==> config.mk <==
export PLATFORM = sky130hd
export DESIGN_NAME = plic
export DESIGN_NICKNAME = d
export VERILOG_FILES = /design/src/rtl/plic.sv
export SDC_FILE = /design/constraint.sdc
export NUM_CORES = 1
export LEC_CHECK = 0
export ABC_CLOCK_PERIOD_IN_PS = 20400
export CAP_MARGIN = 20
export CORE_ASPECT_RATIO = 1.25
export CORE_UTILIZATION = 50
export DETAILED_ROUTE_END_ITERATION = 8
export PLACE_DENSITY = 0.78
export SLEW_MARGIN = 20
export SYNTH_ARGS = -nofsm -noshare
export SYNTH_HDL_FRONTEND = slang
export SYNTH_SLANG_ARGS = --single-unit
==> constraint.sdc <==
create_clock -name clk -period 20.4 [get_ports clk]
set_input_delay 2.04 -clock clk [delete_from_list [all_inputs] [get_ports clk]]
set_output_delay 2.04 -clock clk [all_outputs]
set_load 0.05 [all_outputs]
==> src/rtl/plic.sv <==
// plic - platform-level interrupt arbiter.
//
// Latches level-triggered sources into per-source pending bits. Each source
// has an enable bit and a priority. The highest-priority eligible source is
// forwarded on int_flag_o when its priority exceeds THRESHOLD. Software uses
// a single-cycle register port to configure the block and to run
// claim/complete.
//
// Ports:
//   clk        clock
//   rst_n      asynchronous active-low reset
//   src_i      level interrupt requests; bit i is source ID i+1
//   we_i/re_i  register write / read strobes
//   addr_i     byte offset (bits [1:0] ignored)
//   wdata_i    write data
//   rdata_o    registered read data
//   int_flag_o registered winning source ID, 0 when there is no request
module plic #(
  parameter int N_SRC = 8,
  parameter int PRI_W = 3
) (
  input  logic             clk,
  input  logic             rst_n,
  input  logic [N_SRC-1:0] src_i,
  input  logic             we_i,
  input  logic             re_i,
  input  logic [7:0]       addr_i,
  input  logic [31:0]      wdata_i,
  output logic [31:0]      rdata_o,
  output logic [7:0]       int_flag_o
);

  localparam logic [5:0] W_PENDING   = 6'd0;
  localparam logic [5:0] W_ENABLE    = 6'd1;
  localparam logic [5:0] W_THRESHOLD = 6'd2;
  localparam logic [5:0] W_CLAIM     = 6'd3;

  // State is indexed by source ID (1..N_SRC).
  logic [N_SRC:1]   pending_reg;
  logic [N_SRC:1]   in_service_reg;
  logic [N_SRC:1]   enable_reg;
  logic [PRI_W-1:0] prio_reg [1:N_SRC];
  logic [PRI_W-1:0] thr_reg;
  logic [31:0]      rdata_reg;
  logic [7:0]       flag_reg;

  logic [5:0]       word;
  logic             claim;
  logic             claim_take;
  logic             complete;
  logic [7:0]       cmp_id;
  logic [N_SRC:1]   eligible;
  logic [7:0]       best_id;
  logic [PRI_W-1:0] best_pri;
  logic [7:0]       fwd_id;
  logic [31:0]      rd_mux;
  logic             unused_ok;

  assign word      = addr_i[7:2];
  assign claim     = re_i && !we_i && (word == W_CLAIM);
  assign claim_take = claim && (fwd_id != 8'd0);
  assign complete  = we_i && (word == W_CLAIM);
  assign cmp_id    = wdata_i[7:0];
  assign unused_ok = ^{addr_i[1:0], wdata_i};

  generate
    for (genvar gi = 1; gi <= N_SRC; gi++) begin : g_elig
      assign eligible[gi] = pending_reg[gi] && enable_reg[gi] && (prio_reg[gi] != '0);
    end
  endgenerate

  // Strictly-greater compare while scanning upward makes the lowest ID win ties.
  always_comb begin
    best_id  = 8'd0;
    best_pri = '0;
    for (int k = 1; k <= N_SRC; k++) begin
      if (eligible[k] && (prio_reg[k] > best_pri)) begin
        best_pri = prio_reg[k];
        best_id  = 8'(k);
      end
    end
    fwd_id = (best_pri > thr_reg) ? best_id : 8'd0;
  end

  always_comb begin
    rd_mux = 32'd0;
    case (word)
      W_PENDING:   rd_mux = 32'({pending_reg, 1'b0});
      W_ENABLE:    rd_mux = 32'({enable_reg, 1'b0});
      W_THRESHOLD: rd_mux = 32'(thr_reg);
      W_CLAIM:     rd_mux = 32'(fwd_id);
      default: begin
        for (int k = 1; k <= N_SRC; k++) begin
          if (int'(word) == 4 + k) rd_mux = 32'(prio_reg[k]);
        end
      end
    endcase
  end

  always_ff @(posedge clk or negedge rst_n) begin
    if (!rst_n) begin
      pending_reg    <= '0;
      in_service_reg <= '0;
      enable_reg     <= '0;
      thr_reg        <= '0;
      rdata_reg      <= 32'd0;
      flag_reg       <= 8'd0;
      for (int k = 1; k <= N_SRC; k++) prio_reg[k] <= '0;
    end else begin
      for (int k = 1; k <= N_SRC; k++) begin
        if (claim_take && (int'(fwd_id) == k)) begin
          pending_reg[k]    <= 1'b0;
          in_service_reg[k] <= 1'b1;
        end else begin
          // Gateway: a source already being serviced cannot re-pend.
          pending_reg[k] <= pending_reg[k] | (src_i[k-1] & ~in_service_reg[k]);
          if (complete && (int'(cmp_id) == k)) in_service_reg[k] <= 1'b0;
        end
        if (we_i && (int'(word) == 4 + k)) prio_reg[k] <= wdata_i[PRI_W-1:0];
      end

      if (we_i && (word == W_ENABLE))    enable_reg <= wdata_i[N_SRC:1];
      if (we_i && (word == W_THRESHOLD)) thr_reg    <= wdata_i[PRI_W-1:0];

      // A read colliding with a write is suppressed and returns 0.
      if (re_i && we_i) rdata_reg <= 32'd0;
      else if (re_i)    rdata_reg <= rd_mux;

      // Force a gap cycle after a claim so the claimed ID is not re-signalled.
      flag_reg <= claim_take ? 8'd0 : fwd_id;
    end
  end

  assign rdata_o    = rdata_reg;
  assign int_flag_o = flag_reg;

endmodule

==> summary.txt, run 1 <==
Timing
  – Unrepaired setup endpoints after global routing: false
  – Fin crit share: 64.7%
  – Final Hold Viols: 0
  – Fmax: 75.8 MHz
  – Worst slew margin: between 30% and 40%
  – Pins Over Slew Limit: 0
  – Worst slew pin tran: approximately 0.9 ns
  – Final critical-path required period: between 10 and 15 ns
  – Post-route setup TNS: 0 ns
  – Setup violations, final: 0
  – Clock skew: between 0.009 and 0.01 ns

Yosys
  – Top-count cell post-synth: dfrtp_1
  – Flops & latches, synth: 64
  – Synth Cell Area: about 4300 um^2
  – Post-synth top cells: dfrtp_1, nor2_1, mux2_2, nand2_1, o21ai_0
  – Compound-Gate Fraction of Synth Area: between 20% and 30%
  – Yosys warnings: 0
  – Primary FF master, synth: dfrtp_1
  – Simple-gate share of the synthesized area: between 10% and 20%
  – Largest cells by area after synthesis: dfrtp_1, mux2_2, buf_4, ha_1, o21ai_0
  – Post-Synthesis Cells: between 400 and 500
  – Post-Synth Adder-Cell Area: between 4 and 5%
  – Combinational family with the most area after synthesis: compound AO/OA/AOI/OAI gates
  – Top-area cell type share of the netlist area: between 30% and 40%
  – Sequential share of the synthesized area: a little under two fifths
  – Area leader, netlist: dfrtp_1
  – Synthesized area per cell: roughly 9.3 um^2
  – Post-synthesis mux area share: 12.1%
  – Number of synthesized flops with an enable pin: 0
  – XOR/XNOR Fraction of Synth Area: 0%
  – Synth async-reset ratio: 100%
  – Library cells used by synthesis: 70

Floorplanning
  – Rows: 37
  – Die X: around 85 um
  – Core Region: 8290 um^2
  – DIE HEIGHT: about 110 um
  – Initial Util: 51.7%
  – Die area: around 8900 um^2
  – I/O pins: 92

Route
  – DRT iter0 DRCs: around 270
  – Met2 WL: ~5.7 mm
  – Vias: 3707
  – First-pass iteration count of the detailed router: 7
  – Avg WL per Cell: about 18 um
  – Met3 routed WL: ~580 um
  – Vias per cell: 6.14
  – DRT antenna net count: 0
  – Drc violations: 6
  – Routed WL: 11.1 mm
  – Max layer used: met4
  – WL met1: between 4 and 5 mm

Setup path
  – RR Endpoint: pending_reg[2]
  – Top delay family on crit path: compound AO/OA/AOI/OAI gates
  – Worst setup EP type: flip-flop
  – Worst Path Required: between 20 and 25 ns
  – Crit Path Category: flip-flop to flip-flop
  – Crit path DAT: approximately 13 ns
  – CP Buf/Inv Count: 6
  – CP most frequent cell: ha_1
  – Reg2reg path depth: between 50 and 60
  – Max incr delay on CP: roughly 0.55 ns
  – Critical Path Fanout Max: 12
  – Reg-to-reg startpoint: pending_reg[1]
  – Worst path slowest cell: and4b_1
  – Setup slack, reg-to-reg: between 7 and 8 ns
  – CP Launch Type: flip-flop

Cells and area
  – ANT cells: 0
  – Share of layout cells above drive strength 1: between 10% and 20%
  – Max reg flops: 24
  – Multi-input gate area: 2450 um^2
  – Final Cell Area: between 4000 and 5000 um^2
  – Layout Cells excl Fill: 604
  – Fill count: between 700 and 800
  – Layout area overhead: 13.2%
  – Util after Layout: approximately three fifths
  – Nets: 570
  – Register area: 1600 um^2

Place
  – RePlAce Congestion: 0.980
  – Dpl hpwl: about 8.3 mm
  – Placed cells: ~590
  – PortBufs: 39
  – Placed cell area: approximately 4700 um^2

Power and ir drop
  – Psw: around 140 uW
  – Comb power frac: ~33%
  – Pint: about 240 uW
  – Leakage: 0.00213 uW
  – Sw Ratio: between 30% and 40%
  – Clock share of power: around 27%
  – Sequential cell fraction of total power: 40.5%
  – Power per Cell Area: 77.9 nW/um^2
  – Max VDD drop: 0.0566 mV

Clock network
  – Clock Path Buffers: 2
  – Total CTS buffers: 9
  – H-tree Lvls: 3
  – Total setup buffers inserted after CTS: 0
  – Post-CTS resize count: 0
  – # hold bufs at CTS: 0
  – CTS tree: yes
  – Clock transition at the registers of the reported paths: 0.07 ns
  – Clock sinks: 64
  – Root buf cell: clkbuf_8
  – Clock Latency Late Sink: about 0.36 ns

Global route
  – First-pass GRT wire length: about 18 mm
  – Initial antenna violation count: 0
  – GRT overflow: 0
  – Vias in the first global route: between 3k and 4k
  – Largest net degree at the start of global routing: 65
  – Tot GR Track Use: 26.5%

Hold path
  – Hold path start: rdata_o[5]
  – Worst hold path class: flip-flop to flip-flop
  – Worst hold stages: 1
  – Worst Hold End: rdata_o[5]

Run
  – Max Cap Viol: 0

Outcome
  – Failing checks: design-rule violations
  – Status: finished, violations left
==> cell usage in the layout, fill, tap and decap left out, types with 7 or more instances in the layout <==
cell	n
mux2_2	34
and3_1	7
nand2b_1	9
dfrtp_1	64
inv_1	23
o211ai_1	8
clkdlybuf4s50_1	38
nand3_1	9
a31oi_1	10
nor3_1	7
ha_1	16
conb_1	27
a21oi_1	18
nor2_1	38
clkbuf_8	12
o22ai_1	7
nand2_1	34
o21ai_0	29
mux2i_1	9
==> how the worst max path moves through the flow <==
stage / startpoint / slack [ns] / cells past startpoint / endpoint
2_1_floorplan: pending_reg[1] / 8.97 / 57 / pending_reg[2]
3_3_place_gp: pending_reg[1] / 7.72 / 57 / pending_reg[2]
3_5_place_dp: pending_reg[1] / 7.45 / 57 / pending_reg[2]
4_1_cts: pending_reg[1] / 7.39 / 57 / pending_reg[2]
5_1_grt: pending_reg[1] / 6.39 / 57 / pending_reg[2]
6_report: pending_reg[1] / 7.20 / 57 / pending_reg[2]
==> layout make-up <==
type | count | area share, %
Clock buffer | 13 | 3.48
Sequential cell | 64 | 33.0
Timing Repair Buffer | 42 | 8.41
Inverter | 24 | 1.86
Tap cell | 97 | 2.50
Multi-Input combinational cell | 361 | 50.4
Clock inverter | 3 | 0.309
==> metrics by stage <==
stage | setup slack (ns) | hold WS, ns | total power (uW)
finish | 7.20 | 0.483 | 378
global route | 6.39 | 0.518 | 399
CTS | 7.39 | 0.492 | 378
detailed placement | 7.45 | 0.477 | 276
global placement | 7.72 | 0.478 | 271
floorplan | 8.97 | 0.469 | 245
==> kinds of logic after synthesis <==
| family | Yosys count |
|---|---|
| adders and majority gates | 16 |
| other | 1 |
| and+or+nand+nor | 141 |
| DFF | 64 |
| muxes | 46 |
| AOI/OAI and AO/OA | 131 |
| buffers and inverters | 62 |
==> power by group through the flow <==
stage	combinational [uW]	sequential (uW)	clock [uW]
floorplan	89.8	155	0
global placement	117	154	0
detailed placement	121	155	0
CTS	122	153	103
global route	135	155	109
finish	123	153	102
==> metal layers <==
layer	vias to the layer above	GRT usage [%]
met1	1785	31.1
li1	1742	-
met4	0	13.2
met5	-	0
met3	30	4.23
met2	150	46.8
No activity file was read; power rests on OpenSTA's default activity.
==> run 2, diff against run 1 <==
ABC_CLOCK_PERIOD_IN_PS = 13450   (was 20400)
clock period = 13.45 ns   (was 20.4 ns; I/O delays follow)
==> run 2 against run 1 <==
Against the previous run:
- the flow still finishes with violations (design-rule violations)
- design area grew 1.1%
- non-clock buffer count is 1 higher
- total power increased by 60%
- sequential share of layout area decreased by 0.35 points
- die area did not move
- critical path depth shrank 1
- global-route usage up 0.33 points
- critical endpoint is now in_service_reg[4]
==> summary.txt, run 2 (synthesized netlist as in run 1, its figures left out) <==
Setup path
  – Crit Path Category: flip-flop to flip-flop
  – CP Launch Type: flip-flop
  – Worst setup EP type: flip-flop
  – Setup slack, reg-to-reg: 0.92 ns (-6.28 ns)
  – Reg2reg path depth: 56 (-1.8%)
  – CP most frequent cell: ha_1
  – CP Buf/Inv Count: 6 (unchanged)
  – Crit path DAT: 12.79 ns (-0.65 ns)
  – Max incr delay on CP: 0.50 ns (-0.05 ns)
  – Worst path slowest cell: o31ai_1
  – Worst Path Required: 13.72 ns (-6.92 ns)
  – Top delay family on crit path: compound AO/OA/AOI/OAI gates
  – WP depth: 56 (-1.8%)
  – Critical Path Fanout Max: 12 (unchanged)

Timing
  – Post-route setup TNS: 0 ns (unchanged)
  – Final worst slack: 0.924 ns (-6.28 ns)
  – Clock skew: 0.00693 ns (-0.00284 ns)
  – Pins Over Slew Limit: 0 (unchanged)
  – Setup violations, final: 0 (unchanged)
  – Final critical-path required period: 12.53 ns (-0.670 ns)
  – Fin crit share: 93.1% (+28 points)
  – Fmax: 79.8 MHz (+5.3%)
  – Hold_ws: 0.498 ns (+0.0150 ns)
  – Worst slew pin tran: 0.891 ns (-0.0176 ns)
  – Unrepaired setup endpoints after global routing: false
  – Worst slew margin: 40.4% (+1.2 points)
  – Final Hold Viols: 0 (unchanged)

Floorplanning
  – DIE HEIGHT: 106 um (unchanged)
  – Initial Util: 51.7% (unchanged)
  – Rows: 37 (unchanged)
  – Die area: 8950 um^2 (unchanged)
  – Core Region: 8290 um^2 (unchanged)
  – I/O pins: 92 (unchanged)
  – Die X: 84.8 um (unchanged)

Clock network
  – Clock sinks: 64 (unchanged)
  – CTS tree: yes
  – Clock Path Buffers: 2 (unchanged)
  – Clock transition at the registers of the reported paths: 0.07 ns (about the same)
  – Root buf cell: clkbuf_8
  – H-tree Lvls: 3 (unchanged)
  – # hold bufs at CTS: 0 (unchanged)
  – Clock Latency Late Sink: 0.34 ns (-0.02 ns)
  – Total CTS buffers: 9 (unchanged)

Cells and area
  – Max reg flops: 24 (unchanged)
  – Most common cell after layout, fill and taps aside: dfrtp_1
  – Util after Layout: 59.2% (+0.63 points)
  – ANT cells: 0 (unchanged)
  – Layout area overhead: 14.4%
  – Nets: 571 (+0.18%)
  – Share of layout cells above drive strength 1: 14.0% (+0.56 points)
  – Commonest non-fill, non-tap cells in the layout: dfrtp_1, nor2_1, clkdlybuf4s50_1, nand2_1, mux2_2

Power and ir drop
  – Max VDD drop: 0.110 mV (+94%)
  – Leakage: 0.00215 uW (+1.1%)
  – Power per Cell Area: 123 nW/um^2 (+58%)

Place
  – Placement Setup Slack: 0.712 ns (-6.74 ns)
  – PortBufs: 39 (unchanged)
  – Dpl hpwl: 8.24 mm (-0.16%)
  – RePlAce Congestion: 1.01 (+2.7%)

Global route
  – Tot GR Track Use: 26.9% (+0.33 points)
  – Vias in the first global route: 3799 (+2.4%)
  – First-pass GRT wire length: 18.7 mm (+2.7%)
  – Largest net degree at the start of global routing: 65 (unchanged)
  – Initial antenna violation count: 0 (unchanged)
  – GRT overflow: 0 (unchanged)

Route
  – DRT antenna net count: 0 (unchanged)
  – DRT iter0 DRCs: 315 (+17%)
  – First-pass iteration count of the detailed router: 7 (unchanged)
  – Avg WL per Cell: 18.5 um (+0.74%)
  – Vias: 3729 (+0.59%)
  – Routed WL: 11.2 mm (+0.90%)
  – Drc violations: 6 (unchanged)
  – Vias per cell: 6.16 (+0.43%)

Hold path
  – Worst hold path class: flip-flop to flip-flop
  – Worst hold stages: 1 (unchanged)

Outcome
  – Failing checks: design-rule violations
  – Status: finished, violations left

Run
  – Max Cap Viol: 0 (unchanged)
-- run 2: metal layers --
metal | part of all wire, % | GRT usage (%)
met4 | 4.8 | 14.8
met1 | 40 | 32.3
met3 | 4.6 | 4.23
met5 | 0 | 0
met2 | 50 | 45.8
-- run 2: where the power goes --
part	total, uW	internal (uW)	switching (uW)
Clock	180	106	74.6
Sequential	232	210	22.0
Combinational	192	74.8	117
Total	605	391	214
-- run 2: path summary, 6_finish.rpt --
kind                           startpoint           endpoint
max                        pending_reg[1]  in_service_reg[4]
min                            rdata_o[7]         rdata_o[7]
max reg2reg                pending_reg[1]  in_service_reg[4]
min reg2reg                    rdata_o[7]         rdata_o[7]
max in group asynchronous           rst_n         rdata_o[8]
min in group asynchronous           rst_n         rdata_o[2]
-- run 2: final cells by class --
| cell class | count | area (um^2) |
|---|---|---|
| timing repair buffer | 43 | 415 |
| clock buffer | 14 | 183 |
| multi-input combinational | 361 | 2460 |
| inverter | 24 | 90.1 |
| clock inverter | 2 | 35.0 |
| sequential | 64 | 1600 |
| tap | 97 | 121 |
| fill | 692 | 3380 |
-- run 2: per-stage QoR --
stage / area, um^2 / power [uW] / cells
final: 4900 / 605 / 605
after global routing: 4900 / 636 / 605
after CTS: 4890 / 602 / 605
after detailed placement: 4680 / 422 / 589
after global placement: 4680 / 413 / 589
after floorplan: 4380 / 371 / 487
-- run 2: timing repair --
action / in CTS / in global routing
hold endpoints to repair: 0 / 0
resized for setup: 0 / 3
setup buffers: 0 / 0
endpoints found under the setup margin: 0 / 10
